### config.mk
export PLATFORM = sky130hd
export DESIGN_NAME = hilo_unit
export DESIGN_NICKNAME = d
export VERILOG_FILES = /design/src/rtl/hilo_unit.sv
export SDC_FILE = /design/constraint.sdc
export NUM_CORES = 1
export LEC_CHECK = 0
export BUFFER_PORTS_ARGS = -buffer_cell sky130_fd_sc_hd__buf_2
export CORE_MARGIN = 2
export CORE_UTILIZATION = 39
export CTS_CLUSTER_DIAMETER = 200
export DETAILED_ROUTE_END_ITERATION = 6
export PLACE_DENSITY = 0.82
export SYNTH_ARGS = -nofsm -noshare
export SYNTH_HDL_FRONTEND = slang
export SYNTH_SLANG_ARGS = --single-unit
### constraint.sdc
create_clock -name clk -period 2.2 [get_ports clk]
set_clock_uncertainty 0.2 [all_clocks]
set_input_delay 0.22 -clock clk [delete_from_list [all_inputs] [get_ports clk]]
set_output_delay 0.22 -clock clk [all_outputs]
set_load 0.01 [all_outputs]
### src/rtl/hilo_unit.sv
// HI/LO architectural register pair: sequences div/mult busy windows, captures
// their results, latches divide-by-zero and serves mfhi/mflo/mthi/mtlo.
module hilo_unit #(
    parameter int N_BITS      = 32,
    parameter int DIV_CYCLES  = 32,
    parameter int MULT_CYCLES = 32
) (
    input  logic              clk,
    input  logic              reset,
    input  logic              divCtrl,
    input  logic              multCtrl,
    input  logic              divZero,
    input  logic [N_BITS-1:0] divHi,
    input  logic [N_BITS-1:0] divLo,
    input  logic [N_BITS-1:0] multHi,
    input  logic [N_BITS-1:0] multLo,
    input  logic              mfhi,
    input  logic              mflo,
    input  logic              mthi,
    input  logic              mtlo,
    input  logic [N_BITS-1:0] wrData,
    output logic [N_BITS-1:0] hi,
    output logic [N_BITS-1:0] lo,
    output logic [N_BITS-1:0] readData,
    output logic              busy,
    output logic              stall,
    output logic              divZeroExc
);

    typedef enum logic [1:0] {IDLE, DIV_BUSY, MULT_BUSY} state_t;

    localparam int MAX_CYC = (DIV_CYCLES > MULT_CYCLES) ? DIV_CYCLES : MULT_CYCLES;
    localparam int CNT_W   = (MAX_CYC > 1) ? $clog2(MAX_CYC) : 1;
    localparam logic [CNT_W-1:0] DIV_LOAD  = CNT_W'(DIV_CYCLES - 1);
    localparam logic [CNT_W-1:0] MULT_LOAD = CNT_W'(MULT_CYCLES - 1);

    state_t            state, state_nxt;
    logic [CNT_W-1:0]  cnt, cnt_nxt;
    logic [N_BITS-1:0] hi_nxt, lo_nxt;
    logic              exc_nxt;

    assign busy     = (state != IDLE);
    assign stall    = busy & (mfhi | mflo | mthi | mtlo | divCtrl | multCtrl);
    assign readData = mfhi ? hi : lo;

    always_ff @(posedge clk or posedge reset) begin
        if (reset) begin
            state      <= IDLE;
            cnt        <= '0;
            hi         <= '0;
            lo         <= '0;
            divZeroExc <= 1'b0;
        end else begin
            state      <= state_nxt;
            cnt        <= cnt_nxt;
            hi         <= hi_nxt;
            lo         <= lo_nxt;
            divZeroExc <= exc_nxt;
        end
    end

    always_comb begin
        state_nxt = state;
        cnt_nxt   = cnt;
        hi_nxt    = hi;
        lo_nxt    = lo;
        exc_nxt   = 1'b0;
        case (state)
            IDLE: begin
                // Moves land even when a start is issued in the same cycle.
                if (mthi) hi_nxt = wrData;
                if (mtlo) lo_nxt = wrData;
                if (divCtrl) begin
                    if (divZero) begin
                        exc_nxt = 1'b1;
                    end else begin
                        state_nxt = DIV_BUSY;
                        cnt_nxt   = DIV_LOAD;
                    end
                end else if (multCtrl) begin
                    state_nxt = MULT_BUSY;
                    cnt_nxt   = MULT_LOAD;
                end
            end
            DIV_BUSY: begin
                // A zero divisor aborts even on what would be the capture edge.
                if (divZero) begin
                    state_nxt = IDLE;
                    cnt_nxt   = '0;
                    exc_nxt   = 1'b1;
                end else if (cnt != '0) begin
                    cnt_nxt = cnt - CNT_W'(1);
                end else begin
                    hi_nxt    = divHi;
                    lo_nxt    = divLo;
                    state_nxt = IDLE;
                end
            end
            MULT_BUSY: begin
                if (cnt != '0) begin
                    cnt_nxt = cnt - CNT_W'(1);
                end else begin
                    hi_nxt    = multHi;
                    lo_nxt    = multLo;
                    state_nxt = IDLE;
                end
            end
            default: state_nxt = IDLE;
        endcase
    end

endmodule

After elaboration in Yosys (flattened, before gate mapping)
Cells that the tools add are included.
{"block": "totals", "register_bits": 72, "in_bits": 169, "output_inout_bits": 99, "elab_cells": 55}
{"block": "op_classes", "addsub": 1, "n_eq_ne": 9, "mux": 26, "bitwise_logic": 6, "reduce_logical": 8}
{"operator": "32-bit 2-to-1 mux", "count": 9}
{"operator": "32-bit case mux with 3 select lines", "count": 2}
{"operator": "5-bit 2-to-1 mux", "count": 5}
{"operator": "5-bit case mux with 3 select lines", "count": 1}
{"operator": "2-bit 2-to-1 mux", "count": 5}
{"operator": "2-bit inequality test, second input constant", "count": 5}
{"operator": "5-bit AND reduction", "count": 2}
{"operator": "3-bit inequality test, second input constant", "count": 2}
{"operator": "2-bit case mux with 3 select lines", "count": 1}
{"operator": "1-bit OR", "count": 5}
{"operator": "5-bit nonzero test", "count": 1}
{"operator": "5-bit by 1-bit subtractor with 5-bit output, second input constant", "count": 1}
{"operator": "3-bit AND reduction", "count": 1}
{"operator": "3-bit nonzero test", "count": 1}
{"operator": "2-bit by 1-bit equality test with 1-bit output, second input constant", "count": 1}
{"operator": "2-bit equality test, second input constant", "count": 1}
{"operator": "2-bit zero test", "count": 1}
{"operator": "1-bit 2-to-1 mux", "count": 2}
{"operator": "1-bit case mux with 2 select lines", "count": 1}
{"operator": "2-bit AND reduction", "count": 1}
{"operator": "2-bit nonzero test", "count": 1}
{"operator": "1-bit AND", "count": 1}

Depth between registers and ports, before layout
{"block": "logic_depth", "ltp_word": 6, "ltp_mapped": 7, "depth_no_buf": 6}

Worst setup path before layout
No wires, ideal clock.
{"block": "synth_timing", "path_type": "register -> register", "start": "register state[1]", "end": "register hi[10]", "setup_ns": 0.118, "t_arrival_ns": 1.633, "required_time_ns": 1.882, "setup_slack_ns": 0.249, "path_stages_with_launch": 8, "path_buffers": 1, "period_less_slack_ns": 1.951, "path_cell_list": "dfrtp_1 -> inv_1 -> ha_1 -> inv_1 -> o221ai_2 -> buf_2 -> a211oi_1 -> a21o_1"}
{"block": "synth_via", "elab_chain_cells": 3, "word_cells_on_any_way": 10, "cone_classes": "6 x eq/ne; 1 x mux; 3 x reduce/logical"}
{"item": "from (decl)", "line_no": "37", "rtl": "state_t state, state_nxt;"}
{"item": "from (signal assigned)", "line_no": "54", "rtl": "state <= state_nxt;"}
{"item": "2-bit by 1-bit equality test with 1-bit output (tied with other cells)", "line_no": "68", "rtl": "case (state)"}
{"item": "2-bit inequality test (no line) or 3-bit nonzero test (tied branches)"}
{"item": "5-bit AND reduction (no line)"}
{"item": "to (signal assigned)", "line_no": "56", "rtl": "hi <= hi_nxt;"}
{"item": "to (decl)", "line_no": "22", "rtl": "output logic [N_BITS-1:0] hi,"}
Parallel ways exist; a longest one is shown, timed or not.
A chain may end at the register's enable or synchronous reset.

Worst setup path in the final report
{"block": "layout_timing", "start": "register state[1]", "end": "register hi[30]"}
The elaborated chain is that of the path after synthesis.

==> out/results.ini <==
[clocking]
cts_root_buf = clkbuf_8
htree_levels = 3
clk_latency_ps = 330
clock_sinks = 72
path_clk_slew_ps = 90
clk_path_buf_depth = 2
cts_tree = done
cts_made_buffers = 9

[place]
placed_cell_area_um2 = 5830
portBuffers = 267
hpwl_um = 10500
gp_congestion = 0.860

[synthesis]
synth_cell_type_count = 29
synth_flop_cell = dfrtp_1
ys_async_sr_fraction_pct = 100
synth_cells = 421
seq_area_frac_synth_pct = 42.3
syn-num-nets = 595
syn_avg_cell_area_um2 = 10.1
ys_warn_count = 0
netlist_area_um2 = 4260
ys_ff_latch = 72
synth_edf_count = 0

[die]
fp.dieH_um = 109
core_um2 = 10700
ios = 268
die_w_um = 109
start_util_pct = 39.7
die-area_um2 = 11800
rows = 38

[timing]
finalCritPeriodShare_pct = 93.5
grt_setup_unrepaired = false
drv_slew = 0
fmax_mhz = 486
maxSlewHeadroom_pct = 45.9
setup_viol = 0
fin_crit_ps = 2060
tightest_slew_ps = 810
setup_tns_ps = 0
hold_viol_final = 0

[setup_path]
end_kind = flip-flop
cpPeakStageDelay_ps = 400
start_kind = flip-flop
worstPathArrival_ps = 2140
path_buf_inv = 2
cp_top_family = compound AO/OA/AOI/OAI gates
worstSetupPathType = flip-flop to flip-flop
worstPathRequired_ps = 2280
path_cells = inv_1 > ha_4 > a21oi_2 > o221ai_4 > buf_12 > a211oi_1 > a21o_1
cp_max_fo = 30
critical_path.slowest_cell = dfrtp_1

[detailed_routing]
top_layer = met4
wl_met2_um = 7510
drt_wl_total_um = 14500
wl_per_cell_um = 17.7
drc = 0
viasPerCell = 5.77
drtIter0Drc = 342
wl_met1_um = 5700
route.met3.wl_um = 1110
drtAntennaViolNets = 0
firstDrtPassIters = 5
num_vias = 4739

[global_routing]
antenna_found_initial = 0
grt.total_usage_pct = 22.7
grt_pass1_vias = 4424
grt_max_degree = 67
overflow = 0
grt_pass1_wl_um = 21200

[min_path]
hold_path_class = input pin to flip-flop

[layout]
antenna_cells = 0
mostFrequentLayoutCell = buf_2
area_growth_pct = 45.6
final_cell_area_um2 = 6210
nNetsFinal = 850
drive_gt1_share_pct = 51.8
layout_common_cells = buf_2 (267), dfrtp_1 (72), a22oi_1 (64), a21o_1 (64), a211oi_1 (51)
n_fill_cell = 918

[run_status]
status = finished clean

[pwr]
p_leak_nw = 3.26
vdd_drop_max_uv = 959
p_per_area_nw_per_um2 = 1600
p_total_mw = 9.96

[flow_run]
max_cap_violations = 0

-- report_power, final --
part	switching [mW]	internal (mW)	leakage [nW]
logic	3.44	2.87	2.28
clock network	0.515	0.524	0.0994
registers	0.579	2.03	0.883
-- worst paths after layout --
path                                  from      to  slack [ps]  cells after the start
worst min register to register       lo[5]   lo[5]         300                      1
min in group asynchronous            reset   hi[4]         390                      3
worst min-delay path            wrData[26]  hi[26]         120                      4
worst max-delay path              state[1]  hi[30]         140                      7
worst max register to register    state[1]  hi[30]         140                      7
max in group asynchronous            reset  cnt[3]         750                      4
-- synth_stat cells, types with 4 or more instances --
master     n  area [um^2]
nand2b_1   4         25.0
clkbuf_1  29          109
a22o_1     5         43.8
a21o_1    64          480
a211oi_1  64          480
a22oi_1   64          480
dfrtp_1   72         1800
buf_2      8         40.0
ha_1       5         62.6
o21ai_0    7         35.0
buf_1      4         15.0
mux2_2    32          360
inv_1      7         26.3
nor2_1    37          139
-- per-stage QoR --
| step | instances | util, % | setup WS (ps) | hold slack (ps) |
|---|---|---|---|---|
| after floorplan | 421 | - | 249 | 158 |
| after global placement | 799 | 54.3 | 143 | 183 |
| after detailed placement | 799 | 54.3 | -30.8 | 210 |
| after CTS | 820 | 56.6 | 15.0 | 104 |
| after global routing | 821 | 57.8 | 17.8 | 99.9 |
| final | 821 | 57.8 | 144 | 116 |
-- per-layer routing --
layer	vias to the layer above	track usage (%)
met5	-	0
met4	0	6.68
met3	22	3.68
met2	247	41.6
met1	2313	27.2
li1	2157	-
-- flip-flops by register name, indices dropped and copies added, names as in the netlist --
signal and flops:
hi 32, cnt 5, state 2, divZeroExc 1, lo 32
-- logic make-up after synthesis --
| logic type | synth area share, % |
|---|---|
| AOI/OAI and AO/OA | 38.0 |
| DFF | 42.3 |
| buffers and inverters | 4.46 |
| and+or+nand+nor | 5.34 |
| muxes | 8.45 |
| adders and majority gates | 1.47 |
-- final cells by class --
cell class                      count  area [um^2]  area share [%]
Multi-Input combinational cell    301         2390            38.6
Timing Repair Buffer              285         1610            25.9
Sequential cell                    72         1800            29.0
Clock inverter                      7         70.1            1.13
Clock buffer                        9          124            2.00
Tap cell                          140          175            2.82
Inverter                            7         30.0           0.484
-- worst min-delay path, delay by kind of cell --
family | cells | cell delay [ps]
AOI/OAI and AO/OA | 2 | 270
buffers and inverters | 1 | 80
and+or+nand+nor | 1 | 50
-- what timing repair did --
action / 4_1_cts / 5_1_grt
pin swaps: 0 / 0
endpoints found under the setup margin: 46 / 48
buffers inserted: 1 / 0
gates resized for setup: 1 / 22
cloned: 0 / 1
hold endpoints to repair: 38 / 0
hold buffers: 4 / 0
No activity file was read; power rests on OpenSTA's default activity.
